**src/rtl/pot_smoother_pkg.sv**
```systemverilog
// pot_smoother_pkg: shared types and default configuration for the pot
// conditioning block (conversion sequencer states, default widths, and a
// helper that sizes channel-index signals).
package pot_smoother_pkg;

    localparam int DEF_N           = 10;
    localparam int DEF_CHANNELS    = 2;
    localparam int DEF_SHIFT       = 3;
    localparam int DEF_HYST        = 4;
    localparam int DEF_SYNC_STAGES = 2;

    // Conversion sequencer states.
    typedef enum logic [1:0] {
        IDLE    = 2'd0,
        CAPTURE = 2'd1,
        FILTER  = 2'd2,
        COMPARE = 2'd3
    } state_t;

    // Width of an index over 'count' items; never narrower than one bit.
    function automatic int idx_width(input int count);
        return (count > 1) ? $clog2(count) : 1;
    endfunction

endpackage

```
**src/rtl/sync_edge.sv**
```systemverilog
// sync_edge: multi-flop synchronizer for a level coming from a foreign
// clock domain, plus a rising-edge detector on the synchronized level.
// rise_pulse is high for exactly the one cycle in which the synchronized
// level is 1 and was 0 in the previous cycle.
module sync_edge #(
    parameter int SYNC_STAGES = 2
) (
    input  logic clk,
    input  logic reset,
    input  logic async_in,
    output logic level_out,
    output logic rise_pulse
);

    logic [SYNC_STAGES-1:0] r_sync;
    logic                   r_level_d;

    // Shift the foreign level through the synchronizer and keep last level.
    always_ff @(posedge clk or posedge reset) begin
        if (reset) begin
            r_sync    <= '0;
            r_level_d <= 1'b0;
        end else begin
            // NOTE: non-blocking assignments make every flop sample the
            // pre-edge value, so the chain shifts by exactly one stage.
            r_sync    <= {r_sync[SYNC_STAGES-2:0], async_in};
            r_level_d <= r_sync[SYNC_STAGES-1];
        end
    end

    assign level_out  = r_sync[SYNC_STAGES-1];
    assign rise_pulse = r_sync[SYNC_STAGES-1] & ~r_level_d;

endmodule

```
**src/rtl/pot_smoother.sv**
```systemverilog
// pot_smoother: conditions multi-channel potentiometer words from the pot
// ADC. Each new conversion is snapshotted, every channel is passed through
// an exponential moving average (alpha = 1/2^SHIFT) and a hysteresis
// deadband, and the selected channel is presented as a held word with a
// one-cycle update strobe.
// Build option: define POT_SMOOTHER_OVERRUN_EN to add the overrun_cnt
// output counting conversion edges dropped while one was already pending.
module pot_smoother
    import pot_smoother_pkg::*;
#(
    parameter int  N           = DEF_N,
    parameter int  CHANNELS    = DEF_CHANNELS,
    parameter int  SHIFT       = DEF_SHIFT,
    parameter int  HYST        = DEF_HYST,
    parameter int  SYNC_STAGES = DEF_SYNC_STAGES,
    localparam int SEL_W       = idx_width(CHANNELS)
) (
    input  logic                  clk,
    input  logic                  reset,
    input  logic [CHANNELS*N-1:0] adc_in,
    input  logic                  adc_valid,
    input  logic [SEL_W-1:0]      sel,
    output logic [N-1:0]          smooth_out,
    output logic                  smooth_valid
`ifdef POT_SMOOTHER_OVERRUN_EN
    ,
    output logic [7:0]            overrun_cnt
`endif
);

    localparam int              AW      = N + SHIFT;
    localparam int              CH_W    = idx_width(CHANNELS);
    localparam logic [CH_W-1:0] LAST_CH = CH_W'(CHANNELS - 1);
    localparam logic [N-1:0]    HYST_W  = N'(HYST);

    // Conversion edge detection
    logic w_level;
    logic w_rise;
    logic w_edge;

    // Sequencer state
    state_t          r_state;
    logic [CH_W-1:0] r_ch;
    logic            r_primed;
    logic            r_pending;

    // Per-channel storage
    logic [N-1:0]  r_snap [CHANNELS];
    logic [AW-1:0] r_acc  [CHANNELS];
    logic [N-1:0]  r_held [CHANNELS];

    // Per-channel hysteresis results
    logic [N-1:0]          w_f         [CHANNELS];
    logic [N-1:0]          w_held_next [CHANNELS];
    logic [CHANNELS-1:0]   w_move;

    // EMA datapath for the channel currently being filtered
    logic [N-1:0]  w_x;
    logic [AW-1:0] w_acc_cur;
    logic [AW-1:0] w_decayed;
    logic [AW-1:0] w_acc_new;

    // Output selection
    logic             w_compare;
    logic [SEL_W-1:0] w_sel;
    logic [SEL_W-1:0] r_sel_prev;
    logic             w_out_upd;
    logic [N-1:0]     r_smooth_out;
    logic             r_smooth_valid;

    sync_edge #(
        .SYNC_STAGES(SYNC_STAGES)
    ) u_sync_edge (
        .clk       (clk),
        .reset     (reset),
        .async_in  (adc_valid),
        .level_out (w_level),
        .rise_pulse(w_rise)
    );

    // The rise pulse already implies the level; qualifying on both keeps the
    // start condition explicitly tied to the synchronized level.
    assign w_edge    = w_rise & w_level;
    assign w_compare = (r_state == COMPARE);

    // Conversion sequencer: capture, filter one channel per cycle, compare.
    // An edge arriving mid-conversion is remembered once in r_pending and
    // replayed straight from COMPARE; further edges are dropped.
    always_ff @(posedge clk or posedge reset) begin
        if (reset) begin
            r_state   <= IDLE;
            r_ch      <= '0;
            r_primed  <= 1'b0;
            r_pending <= 1'b0;
        end else begin
            unique case (r_state)
                IDLE: begin
                    if (w_edge) begin
                        r_state <= CAPTURE;
                    end
                end
                CAPTURE: begin
                    if (w_edge) begin
                        r_pending <= 1'b1;
                    end
                    r_ch    <= '0;
                    r_state <= FILTER;
                end
                FILTER: begin
                    if (w_edge) begin
                        r_pending <= 1'b1;
                    end
                    if (r_ch == LAST_CH) begin
                        r_state <= COMPARE;
                    end else begin
                        r_ch <= r_ch + CH_W'(1);
                    end
                end
                COMPARE: begin
                    r_primed  <= 1'b1;
                    r_pending <= 1'b0;
                    r_state   <= (r_pending || w_edge) ? CAPTURE : IDLE;
                end
                default: begin
                    r_state <= IDLE;
                end
            endcase
        end
    end

    // Snapshot every channel once so filtering sees one coherent sample set.
    always_ff @(posedge clk or posedge reset) begin
        if (reset) begin
            // NOTE: these small register arrays are reset explicitly because
            // a re-prime after reset must start from known zero state.
            for (int c = 0; c < CHANNELS; c++) begin
                r_snap[c] <= '0;
            end
        end else if (r_state == CAPTURE) begin
            for (int c = 0; c < CHANNELS; c++) begin
                r_snap[c] <= adc_in[c*N +: N];
            end
        end
    end

    // acc - (acc >> SHIFT) never underflows, and adding a word of N bits
    // keeps the sum within N+SHIFT bits, so no carry bit is needed.
    assign w_x       = r_snap[r_ch];
    assign w_acc_cur = r_acc[r_ch];
    assign w_decayed = w_acc_cur - (w_acc_cur >> SHIFT);
    assign w_acc_new = r_primed ? (w_decayed + AW'(w_x))
                                : {w_x, {SHIFT{1'b0}}};

    // Update the EMA accumulator of one channel per FILTER cycle.
    always_ff @(posedge clk or posedge reset) begin
        if (reset) begin
            for (int c = 0; c < CHANNELS; c++) begin
                r_acc[c] <= '0;
            end
        end else if (r_state == FILTER) begin
            r_acc[r_ch] <= w_acc_new;
        end
    end

    // Hysteresis per channel: move the held value only on a large enough
    // change, on the first compare after reset, or to reach either rail.
    for (genvar c = 0; c < CHANNELS; c++) begin : g_hyst
        logic [N-1:0] w_diff;
        logic         w_rail;

        assign w_f[c]    = r_acc[c][AW-1:SHIFT];
        assign w_diff    = (w_f[c] >= r_held[c]) ? (w_f[c] - r_held[c])
                                                 : (r_held[c] - w_f[c]);
        assign w_rail    = ((w_f[c] == '0) || (w_f[c] == '1)) &&
                           (w_f[c] != r_held[c]);
        assign w_move[c] = !r_primed || (w_diff >= HYST_W) || w_rail;
        assign w_held_next[c] = (w_compare && w_move[c]) ? w_f[c] : r_held[c];
    end

    // Commit the held values at the end of each COMPARE cycle.
    always_ff @(posedge clk or posedge reset) begin
        if (reset) begin
            for (int c = 0; c < CHANNELS; c++) begin
                r_held[c] <= '0;
            end
        end else if (w_compare) begin
            for (int c = 0; c < CHANNELS; c++) begin
                r_held[c] <= w_held_next[c];
            end
        end
    end

    // Out-of-range selects fall back to channel 0.
    if ((1 << SEL_W) == CHANNELS) begin : g_sel_full
        assign w_sel = sel;
    end else begin : g_sel_clamp
        assign w_sel = (int'(sel) < CHANNELS) ? sel : '0;
    end

    // Looking at w_held_next lets a compare update and a select change that
    // land in the same cycle produce one pulse carrying the newest value.
    assign w_out_upd = (w_compare &&
                        (!r_primed || (w_held_next[w_sel] != r_held[w_sel]))) ||
                       (w_sel != r_sel_prev);

    // Register the presented word and its one-cycle update strobe.
    always_ff @(posedge clk or posedge reset) begin
        if (reset) begin
            r_sel_prev     <= '0;
            r_smooth_out   <= '0;
            r_smooth_valid <= 1'b0;
        end else begin
            r_sel_prev     <= w_sel;
            r_smooth_valid <= w_out_upd;
            if (w_out_upd) begin
                r_smooth_out <= w_held_next[w_sel];
            end
        end
    end

    assign smooth_out   = r_smooth_out;
    assign smooth_valid = r_smooth_valid;

`ifdef POT_SMOOTHER_OVERRUN_EN
    logic       w_drop;
    logic [7:0] r_overrun_cnt;

    // An edge is lost when one is already waiting behind a busy conversion.
    assign w_drop = w_edge && (r_state != IDLE) && r_pending;

    // Count dropped edges, saturating so a long overrun burst stays visible.
    always_ff @(posedge clk or posedge reset) begin
        if (reset) begin
            r_overrun_cnt <= 8'd0;
        end else if (w_drop && (r_overrun_cnt != 8'hFF)) begin
            r_overrun_cnt <= r_overrun_cnt + 8'd1;
        end
    end

    assign overrun_cnt = r_overrun_cnt;
`endif

endmodule

```
**config.mk**
```make
export PLATFORM = sky130hd
export DESIGN_NAME = pot_smoother
export DESIGN_NICKNAME = d
export VERILOG_FILES = /design/src/rtl/pot_smoother_pkg.sv /design/src/rtl/sync_edge.sv /design/src/rtl/pot_smoother.sv
export SDC_FILE = /design/constraint.sdc
export NUM_CORES = 1
export LEC_CHECK = 0
export ABC_AREA = 1
export BUFFER_PORTS_ARGS = -buffer_cell sky130_fd_sc_hd__buf_2
export CAP_MARGIN = 20
export CORE_MARGIN = 2
export CORE_UTILIZATION = 55
export DETAILED_ROUTE_END_ITERATION = 6
export HOLD_SLACK_MARGIN = 0.03
export PLACE_DENSITY = 0.72
export SLEW_MARGIN = 20
export SYNTH_ARGS = -nofsm -noshare
export SYNTH_HDL_FRONTEND = slang
export SYNTH_HIERARCHICAL = 1
export SYNTH_SLANG_ARGS = --single-unit
export TNS_END_PERCENT = 50
```
**constraint.sdc**
```tcl
create_clock -name clk -period 10.1 [get_ports clk]
set_clock_uncertainty 0.15 [all_clocks]
set_input_delay 0 -clock clk [delete_from_list [all_inputs] [get_ports clk]]
set_output_delay 0 -clock clk [all_outputs]
set_load 0.05 [all_outputs]
```
==> impl_results.rst <==
.. list-table::
   :header-rows: 1

   * - Metric
     - Value
   * - R2r setup slk
     - 5840 ps
   * - First-iteration detailed-routing DRC count
     - 581
   * - Final GP Congestion
     - 1.01
   * - Clock buffer count from CTS
     - 9
   * - Maximum clock path buffer count
     - 2
   * - Routed wirelength normalized by instance count
     - 14.4 um
   * - Height of the die
     - 120 um
   * - Vias in the first global route
     - 6,784
   * - Launch point of the worst hold path
     - adc_valid
   * - Sink count of the clock tree
     - 86
   * - Final Slew Violations
     - 0
   * - GRT Resource Usage Total
     - 28.1%
   * - Syn. warnings
     - 6
   * - Type of destination of the critical path
     - flip-flop
   * - Slowest Stage Delay on Critical Path
     - 420 ps
   * - Overflow left after global routing
     - 0
   * - Data required time of the worst path
     - 10,180 ps
   * - FP Rows
     - 42
   * - Antenna violations before repair
     - 0
   * - Detailed placer's ending HPWL
     - 14,600 um
   * - Crit path launch type
     - flip-flop
   * - Top delay family on crit path
     - simple AND/OR/NAND/NOR gates
   * - Layout cells sized above 1
     - 7.74%
   * - Share of cell area taken by muxes after synthesis
     - 2.08%
   * - Number of vias in the routed layout
     - 7,114
   * - Run status
     - finished, final reports clean
   * - Number of remaining DRC errors
     - 0
   * - Number of cells traversed by the worst hold path
     - 2
   * - Clock tree from TritonCTS
     - yes
   * - Final wirelength
     - 19,000 um
   * - Start-to-end type of the worst setup path
     - flip-flop to flip-flop
   * - Synth-to-layout area growth
     - 10.5%
   * - Number of maximum-capacitance constraint violations
     - 0
   * - Final setup viols
     - 0
   * - Total of flip-flops plus latches after synthesis
     - 86
   * - H-Tree Level Count
     - 3
   * - Complex-gate fraction of the synthesized area
     - 9.35%
   * - Xor-xnor portion of the synthesized cell area
     - 1.18%
   * - Slew at the pin with the worst max-slew slack
     - 979 ps
   * - Endpoint with the worst hold slack
     - u_sync_edge/r_sync[0]
   * - Clock latency reported for the late side of the worst-skew pair
     - 350 ps
   * - Die boundary width
     - 120 um
   * - Boundary Pins
     - 35
   * - Final Hold Vio Count
     - 0
   * - Worst min path class
     - input pin to flip-flop
   * - Diodes inserted
     - 0
   * - FF-to-FF End
     - smooth_out[2]
   * - Netlist Area Pre-Place
     - 7400 um^2
   * - Sum of negative setup slack
     - 0 ps
   * - Critical-path maximum fanout
     - 14
   * - Most frequent cell on the critical path
     - sky130_fd_sc_hd__nand2_1
   * - Count of input and output buffers
     - 34
   * - Post-Synth Simple-Gate Area
     - 33.3%
   * - Number of instances in the synthesized netlist
     - 1,106
   * - Achievable frequency
     - 234 MHz
   * - Root buf cell
     - sky130_fd_sc_hd__clkbuf_16
   * - Endpoint arrival time on the critical path
     - 4350 ps
   * - Number of nets in the finished design
     - 1,240
   * - WP buf/inv
     - 2
   * - Die area
     - 14,400 um^2
   * - DR pass1 iterations
     - 6
   * - Clock transition at the register clock pins on the worst setup and hold paths after CTS
     - 70 ps
   * - Seq/Total Area, Yosys
     - 29.1%
   * - Filler cell count
     - 1,232
   * - Post-synthesis average cell area
     - 6.69 um^2
   * - Largest net degree at the start of global routing
     - 84
   * - Setup repair after global routing missed its margin
     - no
   * - Adder and majority gate portion of the synthesized area
     - 13.3%
   * - Antenna viol nets, final
     - 0
   * - Worst-case reg-to-reg path depth
     - 27
   * - Count of cell types in the netlist
     - 39
   * - Area of the placeable core
     - 13,200 um^2
   * - Startpoint of the worst-slack reg-to-reg timing path
     - r_acc[3]
   * - Cell with the largest stage delay on the worst path
     - sky130_fd_sc_hd__o21ai_0
   * - Initial core utilization
     - 56.1%
   * - Global-route wire length before repair
     - 32,400 um
   * - Final worst-path cycle share
     - 42.2%
   * - Dominant combinational cell family by area after synthesis
     - simple AND/OR/NAND/NOR gates
   * - Via/cell ratio
     - 5.37
   * - Combined area of the multi-input logic cells
     - 4380 um^2
   * - Headroom to the max-slew limit
     - 34.7%
   * - Total nets after synthesis
     - 1,200
   * - Min cycle time layout
     - 4260 ps
   * - Footprint of the flip-flops and latches
     - 2150 um^2
==> worst max-delay path by stage <==
stage | start | to | slack [ps] | cells after the start
after floorplan | r_ch | r_acc[10] | 5940 | 24
after global placement | r_ch | r_acc[10] | 5920 | 21
after detailed placement | r_ch | r_acc[10] | 5870 | 21
after CTS | r_ch | r_acc[10] | 5840 | 21
after global routing | r_acc[5] | smooth_out[2] | 5320 | 25
final | r_acc[3] | smooth_out[2] | 5840 | 27
==> worst reg2reg max path: stages, from the launching register on <==
cell and delay, ps:
sky130_fd_sc_hd__dfrtp_1 410, sky130_fd_sc_hd__inv_1 130, sky130_fd_sc_hd__ha_1 240, sky130_fd_sc_hd__fa_1 400, sky130_fd_sc_hd__inv_1 90, sky130_fd_sc_hd__nand2_1 50, sky130_fd_sc_hd__nand2_1 100, sky130_fd_sc_hd__nand3_1 100
sky130_fd_sc_hd__nand3_1 100, sky130_fd_sc_hd__nand2_1 60, sky130_fd_sc_hd__nand2_1 70, sky130_fd_sc_hd__nor2_1 40, sky130_fd_sc_hd__nand2_1 50, sky130_fd_sc_hd__nand2_1 50, sky130_fd_sc_hd__nand2_1 310, sky130_fd_sc_hd__nand2_2 260
sky130_fd_sc_hd__o21ai_0 420, sky130_fd_sc_hd__nand2_1 120, sky130_fd_sc_hd__nand2_1 120, sky130_fd_sc_hd__nand2_1 50, sky130_fd_sc_hd__nand2_1 60, sky130_fd_sc_hd__nand2_1 50, sky130_fd_sc_hd__nor2_1 90, sky130_fd_sc_hd__nand2_1 70
sky130_fd_sc_hd__nand2_2 170, sky130_fd_sc_hd__nand2_2 190, sky130_fd_sc_hd__nand2_1 130, sky130_fd_sc_hd__nand2_1 60
==> final cells by class <==
type	instances	area share (%)
Multi-Input combinational cell	800	53.5
Tap cell	176	2.69
Clock buffer	10	2.80
Sequential cell	86	26.3
Clock inverter	5	0.734
Timing Repair Buffer	60	5.25
Inverter	189	8.69
==> cells by family after synthesis <==
| group | Yosys count |
|---|---|
| AND/OR/NAND/NOR | 575 |
| buffers and inverters | 220 |
| AO/OA/AOI/OAI | 131 |
| flip-flops | 86 |
| adder cells (fa/ha/maj) | 70 |
| multiplexers | 14 |
| XOR/XNOR | 10 |
==> cell usage after synthesis <==
cell,number,area [um^2]
sky130_fd_sc_hd__a21o_1,1,7.51
sky130_fd_sc_hd__a21oi_1,33,165
sky130_fd_sc_hd__a31oi_1,3,18.8
sky130_fd_sc_hd__and2_1,5,31.3
sky130_fd_sc_hd__buf_12,1,20.0
sky130_fd_sc_hd__buf_2,7,35.0
sky130_fd_sc_hd__buf_4,1,7.51
sky130_fd_sc_hd__buf_6,2,22.5
sky130_fd_sc_hd__clkbuf_1,20,75.1
sky130_fd_sc_hd__clkinv_1,1,3.75
sky130_fd_sc_hd__dfrtp_1,86,2150
sky130_fd_sc_hd__fa_1,14,280
sky130_fd_sc_hd__ha_1,56,701
sky130_fd_sc_hd__inv_1,188,706
sky130_fd_sc_hd__mux2_2,11,124
sky130_fd_sc_hd__mux2i_1,3,30.0
sky130_fd_sc_hd__nand2_1,358,1340
sky130_fd_sc_hd__nand2_2,15,93.8
sky130_fd_sc_hd__nand2_4,3,33.8
sky130_fd_sc_hd__nand3_1,113,566
sky130_fd_sc_hd__nand3b_1,5,37.5
sky130_fd_sc_hd__nand4_1,19,119
sky130_fd_sc_hd__nor2_1,44,165
sky130_fd_sc_hd__nor2_2,4,25.0
sky130_fd_sc_hd__nor3_1,4,20.0
sky130_fd_sc_hd__nor4_1,1,6.26
sky130_fd_sc_hd__o2111ai_1,1,8.76
sky130_fd_sc_hd__o211ai_1,1,7.51
sky130_fd_sc_hd__o21a_1,1,7.51
sky130_fd_sc_hd__o21ai_0,83,415
sky130_fd_sc_hd__o21ai_1,1,5.00
sky130_fd_sc_hd__o21ai_2,2,17.5
sky130_fd_sc_hd__o21bai_1,3,22.5
sky130_fd_sc_hd__o221ai_1,1,8.76
sky130_fd_sc_hd__o31ai_1,1,7.51
sky130_fd_sc_hd__or2_1,1,6.26
sky130_fd_sc_hd__or2_2,3,18.8
sky130_fd_sc_hd__xnor2_1,2,17.5
sky130_fd_sc_hd__xor2_1,8,70.1
==> cells in the final DEF (no fill, tap or decap), types with 2 or more instances in the layout <==
| cell type | instances |
|---|---|
| sky130_fd_sc_hd__a21oi_1 | 33 |
| sky130_fd_sc_hd__a31oi_1 | 3 |
| sky130_fd_sc_hd__and2_1 | 5 |
| sky130_fd_sc_hd__buf_2 | 34 |
| sky130_fd_sc_hd__clkbuf_16 | 9 |
| sky130_fd_sc_hd__clkinv_2 | 2 |
| sky130_fd_sc_hd__dfrtp_1 | 86 |
| sky130_fd_sc_hd__dlygate4sd3_1 | 24 |
| sky130_fd_sc_hd__fa_1 | 14 |
| sky130_fd_sc_hd__ha_1 | 56 |
| sky130_fd_sc_hd__inv_1 | 187 |
| sky130_fd_sc_hd__mux2_2 | 11 |
| sky130_fd_sc_hd__mux2i_1 | 3 |
| sky130_fd_sc_hd__nand2_1 | 358 |
| sky130_fd_sc_hd__nand2_2 | 15 |
| sky130_fd_sc_hd__nand2_4 | 3 |
| sky130_fd_sc_hd__nand3_1 | 113 |
| sky130_fd_sc_hd__nand3b_1 | 5 |
| sky130_fd_sc_hd__nand4_1 | 19 |
| sky130_fd_sc_hd__nor2_1 | 44 |
| sky130_fd_sc_hd__nor2_2 | 4 |
| sky130_fd_sc_hd__nor3_1 | 4 |
| sky130_fd_sc_hd__o21ai_0 | 83 |
| sky130_fd_sc_hd__o21ai_2 | 2 |
| sky130_fd_sc_hd__o21bai_1 | 3 |
| sky130_fd_sc_hd__or2_2 | 3 |
| sky130_fd_sc_hd__xnor2_1 | 2 |
| sky130_fd_sc_hd__xor2_1 | 8 |
==> stage by stage <==
step	worst slack [ps]	hold WS, ps	instances	instance area, um^2	util, %
2_1_floorplan	5940	-396	1106	7400	-
3_3_place_gp	5920	-264	1287	7650	58.0
3_5_place_dp	5870	-261	1287	7650	58.0
4_1_cts	5840	141	1326	8180	62.0
5_1_grt	5320	140	1326	8180	62.0
6_report	5840	146	1326	8180	62.0
==> per-layer routing <==
| metal | GRT usage, % | vias up | part of all wire, % |
|---|---|---|---|
| li1 | - | 3562 | - |
| met1 | 39.2 | 3247 | 46 |
| met2 | 44.1 | 253 | 45 |
| met3 | 3.52 | 52 | 6.1 |
| met4 | 11.7 | 0 | 3.4 |
| met5 | 0 | - | 0 |
==> what timing repair did <==
action / in CTS / in global routing
hold buffers: 24 / 0
endpoints found under the setup margin: 0 / 0
endpoints found under the hold margin: 108 / 0
resized for setup: 0 / 0
setup buffers: 0 / 0
==> state kept, by name, indices dropped and copies added (netlist names) <==
register,count
r_held,20
r_pending,1
r_ch,1
u_sync_edge/r_level_d,1
r_sel_prev,1
u_sync_edge/r_sync,2
smooth_out,10
smooth_valid,1
r_state,2
r_snap,20
r_acc,26
r_primed,1
Power is left out: the tool's default activity adds up to more than one toggle a clock period on the data nets, which glitch-free logic cannot reach.
